--- src/rtl/sprite_pkg.sv ---
// Shared types and defaults for the sprite compositor: direction codes, packed
// colour, transparency/background defaults and the ROM address width helper.
package sprite_pkg;

  typedef enum logic [3:0] {
    DIR_L     = 4'd0,
    DIR_R     = 4'd1,
    DIR_U     = 4'd2,
    DIR_D     = 4'd3,
    DIR_STILL = 4'd4
  } dir_e;

  typedef struct packed {
    logic [7:0] r;
    logic [7:0] g;
    logic [7:0] b;
  } rgb_t;

  localparam logic [23:0] DEF_TRANSP_KEY = 24'hFF00FF;
  localparam logic [23:0] DEF_BG_COLOR   = 24'hFFFFFF;

  function automatic int calc_rom_aw(input int dirs, input int frames, input int words);
    return $clog2(dirs * frames * words);
  endfunction

endpackage

--- src/rtl/sprite_compositor_if.sv ---
// Pixel-side bundle between the sprite motion blocks / sprite-sheet ROM and the compositor.
// The master side supplies per-sprite hit/direction/offset and answers ROM reads.
interface sprite_compositor_if #(
  parameter int NUM_SPRITES = 2,
  parameter int ROM_AW      = 17
);

  logic [NUM_SPRITES-1:0]        is_sprite;
  logic [4*NUM_SPRITES-1:0]      sprite_dir;
  logic [12*NUM_SPRITES-1:0]     sprite_addr;
  logic [ROM_AW*NUM_SPRITES-1:0] rom_addr;
  logic [24*NUM_SPRITES-1:0]     rom_data;

  modport master (
    output is_sprite,
    output sprite_dir,
    output sprite_addr,
    output rom_data,
    input  rom_addr
  );

  modport slave (
    input  is_sprite,
    input  sprite_dir,
    input  sprite_addr,
    input  rom_data,
    output rom_addr
  );

endinterface

--- src/rtl/sprite_anim_ctr.sv ---
// Per-sprite animation frame counter; advances on the shared divider wrap and is
// pinned to frame 0 while the sprite stands still. Changes only on video frame edges.
module sprite_anim_ctr #(
  parameter int FRAMES = 4,
  parameter int FW     = (FRAMES > 1) ? $clog2(FRAMES) : 1
) (
  input  logic          clk,
  input  logic          rst_n,
  input  logic          frame_rise,
  input  logic          anim_step,
  input  logic          still,
  output logic [FW-1:0] frame
);

  always_ff @(posedge clk or negedge rst_n) begin
    if (!rst_n) begin
      frame <= '0;
    end else if (frame_rise) begin
      if (still) begin
        frame <= '0;
      end else if (anim_step) begin
        frame <= (frame == FW'(FRAMES - 1)) ? '0 : frame + FW'(1);
      end
    end
  end

endmodule

--- src/rtl/sprite_compositor.sv ---
// Three-stage per-pixel compositor: sprite-sheet address generation, ROM access,
// then priority/transparency merge with background and blanking into VGA_R/G/B.
module sprite_compositor
  import sprite_pkg::*;
#(
  parameter int          NUM_SPRITES  = 2,
  parameter int          NUM_DIRS     = 5,
  parameter int          FRAMES       = 4,
  parameter int          SPRITE_WORDS = 4096,
  parameter int          ANIM_DIV     = 8,
  parameter logic [23:0] TRANSP_KEY   = DEF_TRANSP_KEY,
  parameter logic [23:0] BG_COLOR     = DEF_BG_COLOR
) (
  input  logic                Clk,
  input  logic                Reset_n,
  input  logic                frame_clk,
  input  logic                blank_n,
  sprite_compositor_if.slave  bus,
  output logic [7:0]          VGA_R,
  output logic [7:0]          VGA_G,
  output logic [7:0]          VGA_B
);

  localparam int ROM_AW = calc_rom_aw(NUM_DIRS, FRAMES, SPRITE_WORDS);
  localparam int FW     = (FRAMES > 1) ? $clog2(FRAMES) : 1;
  localparam int DIV_W  = (ANIM_DIV > 1) ? $clog2(ANIM_DIV) : 1;

  if (SPRITE_WORDS > 4096) begin : g_bad_words
    $fatal(1, "sprite_compositor: SPRITE_WORDS must not exceed 4096");
  end

  logic                          frame_clk_q;
  logic                          frame_rise;
  logic                          anim_step;
  logic [DIV_W-1:0]              anim_div;
  logic [FW-1:0]                 frame_cnt [NUM_SPRITES];
  logic [ROM_AW-1:0]             addr_next [NUM_SPRITES];
  logic [NUM_SPRITES-1:0]        hit_next;
  logic [NUM_SPRITES-1:0]        hit_q;
  logic [NUM_SPRITES-1:0]        hit_d;
  logic                          blank_q;
  logic                          blank_d;
  logic [ROM_AW*NUM_SPRITES-1:0] rom_addr_q;
  rgb_t                          colour;

  assign frame_rise = frame_clk && !frame_clk_q;
  assign anim_step  = frame_rise && (anim_div == DIV_W'(ANIM_DIV - 1));

  always_ff @(posedge Clk or negedge Reset_n) begin
    if (!Reset_n) begin
      frame_clk_q <= 1'b0;
      anim_div    <= '0;
    end else begin
      frame_clk_q <= frame_clk;
      if (frame_rise) begin
        anim_div <= anim_step ? '0 : anim_div + DIV_W'(1);
      end
    end
  end

  for (genvar i = 0; i < NUM_SPRITES; i++) begin : g_sprite
    logic [3:0]  dir;
    logic [11:0] offset;
    logic        still;
    logic [FW-1:0] frame_eff;

    assign dir       = bus.sprite_dir[4*i +: 4];
    assign offset    = bus.sprite_addr[12*i +: 12];
    assign still     = (dir == DIR_STILL);
    // A sprite that just stopped shows frame 0 at once, before its counter is cleared.
    assign frame_eff = still ? '0 : frame_cnt[i];

    sprite_anim_ctr #(
      .FRAMES (FRAMES),
      .FW     (FW)
    ) u_anim_ctr (
      .clk        (Clk),
      .rst_n      (Reset_n),
      .frame_rise (frame_rise),
      .anim_step  (anim_step),
      .still      (still),
      .frame      (frame_cnt[i])
    );

    assign addr_next[i] = (ROM_AW'(dir) * ROM_AW'(FRAMES) + ROM_AW'(frame_eff))
                          * ROM_AW'(SPRITE_WORDS) + ROM_AW'(offset);
    assign hit_next[i]  = bus.is_sprite[i] && (dir < 4'(NUM_DIRS));
  end

  assign bus.rom_addr = rom_addr_q;

  // Walk from the lowest priority upward so the lowest opaque hit index overwrites the rest.
  always_comb begin
    colour = BG_COLOR;
    for (int i = NUM_SPRITES - 1; i >= 0; i--) begin
      if (hit_d[i] && (bus.rom_data[24*i +: 24] != TRANSP_KEY)) begin
        colour = bus.rom_data[24*i +: 24];
      end
    end
    if (!blank_d) begin
      colour = '0;
    end
  end

  always_ff @(posedge Clk or negedge Reset_n) begin
    if (!Reset_n) begin
      rom_addr_q <= '0;
      hit_q      <= '0;
      hit_d      <= '0;
      blank_q    <= 1'b0;
      blank_d    <= 1'b0;
      VGA_R      <= 8'h00;
      VGA_G      <= 8'h00;
      VGA_B      <= 8'h00;
    end else begin
      for (int i = 0; i < NUM_SPRITES; i++) begin
        rom_addr_q[ROM_AW*i +: ROM_AW] <= addr_next[i];
      end
      hit_q   <= hit_next;
      blank_q <= blank_n;
      hit_d   <= hit_q;
      blank_d <= blank_q;
      VGA_R   <= colour.r;
      VGA_G   <= colour.g;
      VGA_B   <= colour.b;
    end
  end

endmodule
--- src/flat_wrapper.sv ---
// flat-port wrapper written by rule: the top's interface ports become plain ports
module sprite_compositor_flat import sprite_pkg::*;
#(
  parameter int          NUM_SPRITES  = 2,
  parameter int          NUM_DIRS     = 5,
  parameter int          FRAMES       = 4,
  parameter int          SPRITE_WORDS = 4096,
  parameter int          ANIM_DIV     = 8,
  parameter logic [23:0] TRANSP_KEY   = DEF_TRANSP_KEY,
  parameter logic [23:0] BG_COLOR     = DEF_BG_COLOR
)
  (Clk, Reset_n, frame_clk, blank_n, VGA_R, VGA_G, VGA_B, bus_is_sprite, bus_sprite_dir, bus_sprite_addr, bus_rom_data, bus_rom_addr);
  sprite_compositor_if #(.NUM_SPRITES(NUM_SPRITES)) bus_i ();
  input  logic Clk;
  input  logic Reset_n;
  input  logic frame_clk;
  input  logic blank_n;
  output logic [7:0] VGA_R;
  output logic [7:0] VGA_G;
  output logic [7:0] VGA_B;
  input wire logic [$bits(bus_i.is_sprite)-1:0] bus_is_sprite;
  input wire logic [$bits(bus_i.sprite_dir)-1:0] bus_sprite_dir;
  input wire logic [$bits(bus_i.sprite_addr)-1:0] bus_sprite_addr;
  input wire logic [$bits(bus_i.rom_data)-1:0] bus_rom_data;
  output wire logic [$bits(bus_i.rom_addr)-1:0] bus_rom_addr;
  assign bus_i.is_sprite = bus_is_sprite;
  assign bus_i.sprite_dir = bus_sprite_dir;
  assign bus_i.sprite_addr = bus_sprite_addr;
  assign bus_i.rom_data = bus_rom_data;
  assign bus_rom_addr = bus_i.rom_addr;
  sprite_compositor #(.NUM_SPRITES(NUM_SPRITES), .NUM_DIRS(NUM_DIRS), .FRAMES(FRAMES), .SPRITE_WORDS(SPRITE_WORDS), .ANIM_DIV(ANIM_DIV), .TRANSP_KEY(TRANSP_KEY), .BG_COLOR(BG_COLOR)) u_core (.Clk(Clk), .Reset_n(Reset_n), .frame_clk(frame_clk), .blank_n(blank_n), .bus(bus_i), .VGA_R(VGA_R), .VGA_G(VGA_G), .VGA_B(VGA_B));
endmodule
--- config.mk ---
export PLATFORM = sky130hd
export DESIGN_NAME = sprite_compositor_flat
export DESIGN_NICKNAME = d
export VERILOG_FILES = /design/src/rtl/sprite_pkg.sv /design/src/rtl/sprite_compositor_if.sv /design/src/rtl/sprite_anim_ctr.sv /design/src/rtl/sprite_compositor.sv /design/src/flat_wrapper.sv
export SDC_FILE = /design/constraint.sdc
export NUM_CORES = 1
export LEC_CHECK = 0
export CAP_MARGIN = 20
export CORE_MARGIN = 5
export CORE_UTILIZATION = 34
export CTS_CLUSTER_SIZE = 20
export DETAILED_ROUTE_END_ITERATION = 10
export PLACE_DENSITY = 0.84
export SETUP_SLACK_MARGIN = 0.5
export SLEW_MARGIN = 40
export SYNTH_ARGS = -nofsm -noshare
export SYNTH_HDL_FRONTEND = slang
export SYNTH_SLANG_ARGS = --single-unit
export TNS_END_PERCENT = 5
--- constraint.sdc ---
create_clock -name Clk -period 1.55 [get_ports Clk]
set_clock_uncertainty 0.2 [all_clocks]
set_input_delay 0.31 -clock Clk [delete_from_list [all_inputs] [get_ports Clk]]
set_output_delay 0.31 -clock Clk [all_outputs]
set_load 0.03 [all_outputs]
Yosys cells after proc, flatten, opt, wreduce, memory -nomap -nowiden
Cells that the tools add are included.
- bits in registers: 72
- input port bits: 86
- output and inout bits: 58
- word-level logic and storage cells: 51
- $add $sub $neg: 7
- $lt $le $gt $ge: 2
- equality and inequality tests: 7
- muxes and demuxes: 12
- reduce and logical (&&, ||, !) cells: 11
- operator list (operator ; count):
    24-bit two-way mux ; 3
    24-bit inequality test, second input constant ; 2
    17-bit by 12-bit adder with 17-bit output ; 2
    2-bit two-way mux ; 8
    5-bit by 2-bit adder with 5-bit output ; 2
    4-bit by 3-bit == test with 1-bit output, second input constant ; 2
    4-bit by 3-bit < comparator with 1-bit output, second input constant ; 2
    1-bit logical AND ; 6
    2-bit by 1-bit adder with 2-bit output, second input constant ; 2
    2-bit == test, second input constant ; 2
    2-bit AND reduction ; 2
    2-bit nonzero test ; 2
    3-bit by 1-bit adder with 3-bit output, second input constant ; 1
    3-bit == test, second input constant ; 1
    3-bit two-way mux ; 1
    1-bit logical NOT ; 1

Longest topological paths before layout
- depth in word-level cells: 5
- gate-level depth with buffers: 5
- depth with buffers taken out: 5

Cells and area by module
Synthesis repeated with hierarchy kept, for this count alone.
- cell total of the unflattened synthesis: 184
- area total of the unflattened synthesis: 2627.5 µm²
- by module, submodules not included (module ; times used ; cells each ; area each (µm²) ; seq. area each (µm²)):
    sprite_compositor ; 1 ; 162 ; 2377.3 ; 1701.6
    sprite_anim_ctr ; 2 ; 11 ; 125.1 ; 50.0

Worst setup path after synthesis
OpenSTA, ideal clock, no wires.
- kind: input -> register
- start point: in bus_rom_data[12]
- end point: reg u_core.VGA_B[5]
- library setup time: 0.123 ns
- arrival: 1.679 ns
- setup slack: -0.452 ns
- stages on the path: 5
- buffers on the path: 1
- path through: or4b_4 > nor4_4 > a21oi_2 > buf_6 > o221a_1
- RTL lines (what ; line ; RTL):
    start: declaration ; flat_wrapper.sv:24 ; input wire logic [$bits(bus_i.rom_data)-1:0] bus_rom_data;
    end signal: assignment ; sprite_compositor.sv:125 ; VGA_B <= colour.b;
    end: declaration ; sprite_compositor.sv:21 ; output logic [7:0] VGA_B

==> metrics.csv <==
stage;metric;value;unit
yosys;register area share after synthesis;69.57;%
yosys;area fraction in and, or, nand and nor cells after synthesis;11.45;%
detailed_routing;total wire length;9962;µm
detailed_routing;DRC violation count after routing;0;
timing;RSZ-0062 raised after global routing;true;
clocking;CTS root buffer;clkbuf_8;
yosys;mux cell area share after synthesis;0;%
clocking;Sink Count;72;
timing;endpoints failing setup;24;
cells_and_area;share of cells above drive strength 1;46.42;%
critical_path;worst setup path class;in2reg;
flow_run;max cap viols;0;
yosys;number of synthesized register bits;72;
global_route;total gr overflow;0;
timing;minimum clock period after layout;1.851;ns
critical_path;Worst R2R Path Depth;5;
clocking;CTS Buffer Depth;2;
pwr;Max VDD drop;0.0005771;V
global_route;All-Layer GR Usage;19.63;%
yosys;adder-cell share of the synthesized area;1.932;%
yosys;synth warn;0;
critical_path;CP Max Fanout;8;
placed_design;pre-CTS WS;-0.8924;ns
placed_design;GPL Wtd Cong;0.8503;
timing;Post-Route Hold Slack;-0.02613;ns
floorplanning;Die X-Extent;97.28;µm
pwr;pwr/cell area;993.4;mW/mm²
hold_path;HP Class;in2async;
placed_design;port bufs;143;
timing;Final Hold Vio Count;9;
yosys;Synth cell types;29;
global_route;vias in the first global route;2670;
floorplanning;overall die height;97.28;µm
timing;slew margin rel.;64.39;%
detailed_routing;1st-pass router iterations;4;
yosys;Mapped Cells;176;
placed_design;placed instance count;451;
clocking;CTS tree;done;
cells_and_area;most common cell after layout, fill and taps aside;dfrtp_1;
detailed_routing;vias per cell;5.116;
critical_path;CP startpoint kind;input port;
timing;Slew Viols, Final;0;
detailed_routing;DRT iter0 DRCs;71;
critical_path;signal arrival time at the worst endpoint;1.88;ns
critical_path;CP Launch Point;bus_rom_data[36];
cells_and_area;fill count;491;
outcome;status;finished, violations left;
cells_and_area;ANT cells;0;
cells_and_area;fin nets;463;
floorplanning;initial core utilization;35.33;%
timing;fmax;0.5402;GHz
clocking;worst skew pair latency;0.34;ns
yosys;Syn Std Cell Area;0.002590;mm²
floorplanning;Site Rows;31;
pwr;total power;5.069;mW
cells_and_area;commonest non-fill, non-tap cells in the layout;dfrtp_1 (72), buf_6 (63), clkdlybuf4s50_1 (38);
cells_and_area;multi-input logic area;992.2;µm²
cells_and_area;Final Util;69.60;%
detailed_routing;detail-routed net length per standard cell;20.93;µm
floorplanning;Core ar.;0.007331;mm²
timing;period utilisation layout;119.4;%
placed_design;detailed placement HPWL;6218;µm
yosys;syn avg cell area;14.72;µm²
global_route;initial antenna violation count;0;
critical_path;Worst Path Required;1.58;ns
critical_path;Critical Path End;u_core.VGA_G[4];
critical_path;R2R Setup Slk;-0.16;ns
yosys;Synth Area in Compound Gates;14.59;%
floorplanning;IO Pins;144;
critical_path;Reg2Reg Capture Point;u_core.VGA_G[4];
clocking;H-tree Lvls;3;
critical_path;critical path endpoint category;register;
global_route;pin count of the biggest net entering global routing;73;
cells_and_area;Register Area;0.001802;mm²
detailed_routing;Routed Antenna Nets;0;
yosys;syn nets;266;
timing;worst slew pin tran;0.5322;ns
critical_path;reg-to-reg startpoint;u_core.hit_d[1];
outcome;failing checks;negative hold slack, negative setup slack;
cells_and_area;Synth-to-Final Area Change;97.00;%
floorplanning;die area;0.009463;mm²
yosys;largest family of logic cells by synthesized area;compound AO/OA/AOI/OAI gates;
global_route;first-pass GRT wire length;14510;µm
clocking;Num CTS Buffers;9;
pwr;Leak;2.524;nW
cells_and_area;final std cells w/o fill;476;
timing;Setup WS post-layout;-0.3012;ns
clocking;clock slew at reported path FFs;0.09;ns
detailed_routing;routed via count;2435;
yosys;post-synthesis xor/xnor area fraction;0;%
## layer usage
layer  routed length (µm)  GRT usage [%]
met1                 3536          21.08
met2                 5357          36.04
met3                  726          5.887
met4                  342          7.561
met5                    0              0
## cells in the mapped netlist
| cell | count | area share [%] |
|---|---|---|
| ha_1 | 4 | 1.9 |
| nand3b_1 | 2 | 0.58 |
| o221a_2 | 6 | 2.6 |
| nand4b_1 | 4 | 1.4 |
| and3b_1 | 2 | 0.68 |
| buf_1 | 1 | 0.14 |
| nor2b_1 | 5 | 1.2 |
| nand4_1 | 4 | 0.97 |
| nand2_1 | 5 | 0.72 |
| inv_1 | 10 | 1.4 |
| a221oi_1 | 8 | 2.7 |
| or4b_4 | 2 | 1.1 |
| buf_6 | 1 | 0.43 |
| clkinv_1 | 1 | 0.14 |
| a22o_1 | 4 | 1.4 |
| dfrtp_1 | 72 | 70 |
| clkbuf_1 | 2 | 0.29 |
| nor3_1 | 2 | 0.39 |
| nor2_1 | 5 | 0.72 |
| nor4_1 | 2 | 0.48 |
| nand2b_1 | 3 | 0.72 |
| a21oi_2 | 2 | 0.68 |
| o221a_1 | 10 | 4.3 |
| o21ai_0 | 4 | 0.77 |
| nor4b_1 | 2 | 0.68 |
| a21o_1 | 2 | 0.58 |
| nor4_4 | 2 | 1.6 |
| a21oi_1 | 8 | 1.5 |
| or2_2 | 1 | 0.24 |
## power by group
group	switching, mW	internal (mW)	total, mW	leakage [nW]
registers	0.128	2.06	2.19	0.872
clock network	0.674	0.985	1.66	0.112
logic	0.585	0.639	1.22	1.54
## through the flow
stage                     TNS, ns  cell area [µm²]
after floorplan            -6.812             2590
after global placement     -21.34             4431
after detailed placement   -22.49             4431
after CTS                  -4.034             4945
after global routing       -2.988             5102
final                      -2.970             5102
## how the worst min path moves through the flow
stage                                start               to  slack, ns  depth (start not counted)
after global placement             Reset_n  u_core.VGA_G[4]       0.14                          2
after CTS                 bus_rom_data[12]  u_core.VGA_G[4]      0.004                          3
after detailed placement   u_core.hit_q[1]  u_core.hit_d[1]       0.13                          0
final                              Reset_n  u_core.VGA_G[7]      -0.03                          3
after global routing               Reset_n  u_core.VGA_G[7]      0.001                          3
after floorplan                    Reset_n  u_core.VGA_B[0]      -0.19                          0
## area by class of cell
type / count / area share (%)
inverter: 11 / 0.8092
multi-input combinational: 90 / 19.45
clock inverter: 3 / 1.275
tap: 99 / 2.428
clock buffer: 12 / 3.041
timing repair buffer: 189 / 37.69
sequential: 72 / 35.31
## worst max-delay path: stages
cell and delay [ns]:
buf_6 0.09, or4b_4 0.55, nor4_4 0.31, buf_6 0.21, a21oi_4 0.07, a221oi_2 0.34
## cells by family (layout without fill, tap and decap cells)
family | count (synthesis) | in the layout
AOI/OAI and AO/OA | 44 | 45
adders and majority gates | 4 | 4
buffers and inverters | 15 | 215
DFF | 72 | 72
and+or+nand+nor | 41 | 41
## timing repair
action | CTS | global route
gates resized for setup | 427 | 49
setup endpoints to repair | 95 | 165
pin swaps | 36 | 36
cloned | 1 | 0
hold buffers | 2 | 3
endpoints found under the hold margin | 73 | 5
buffers inserted | 1 | 3
## state kept, by name (all words and copies together) (netlist names)
name and cells:
u_core.bus.rom_addr 34, u_core.VGA_B 8, u_core.VGA_G 8, u_core.VGA_R 8, u_core.g_sprite.u_anim_ctr.frame 4, u_core.anim_div 3
u_core.hit_d 2, u_core.hit_q 2, u_core.blank_d 1, u_core.blank_q 1, u_core.frame_clk_q 1
No activity file was read; power rests on OpenSTA's default activity.
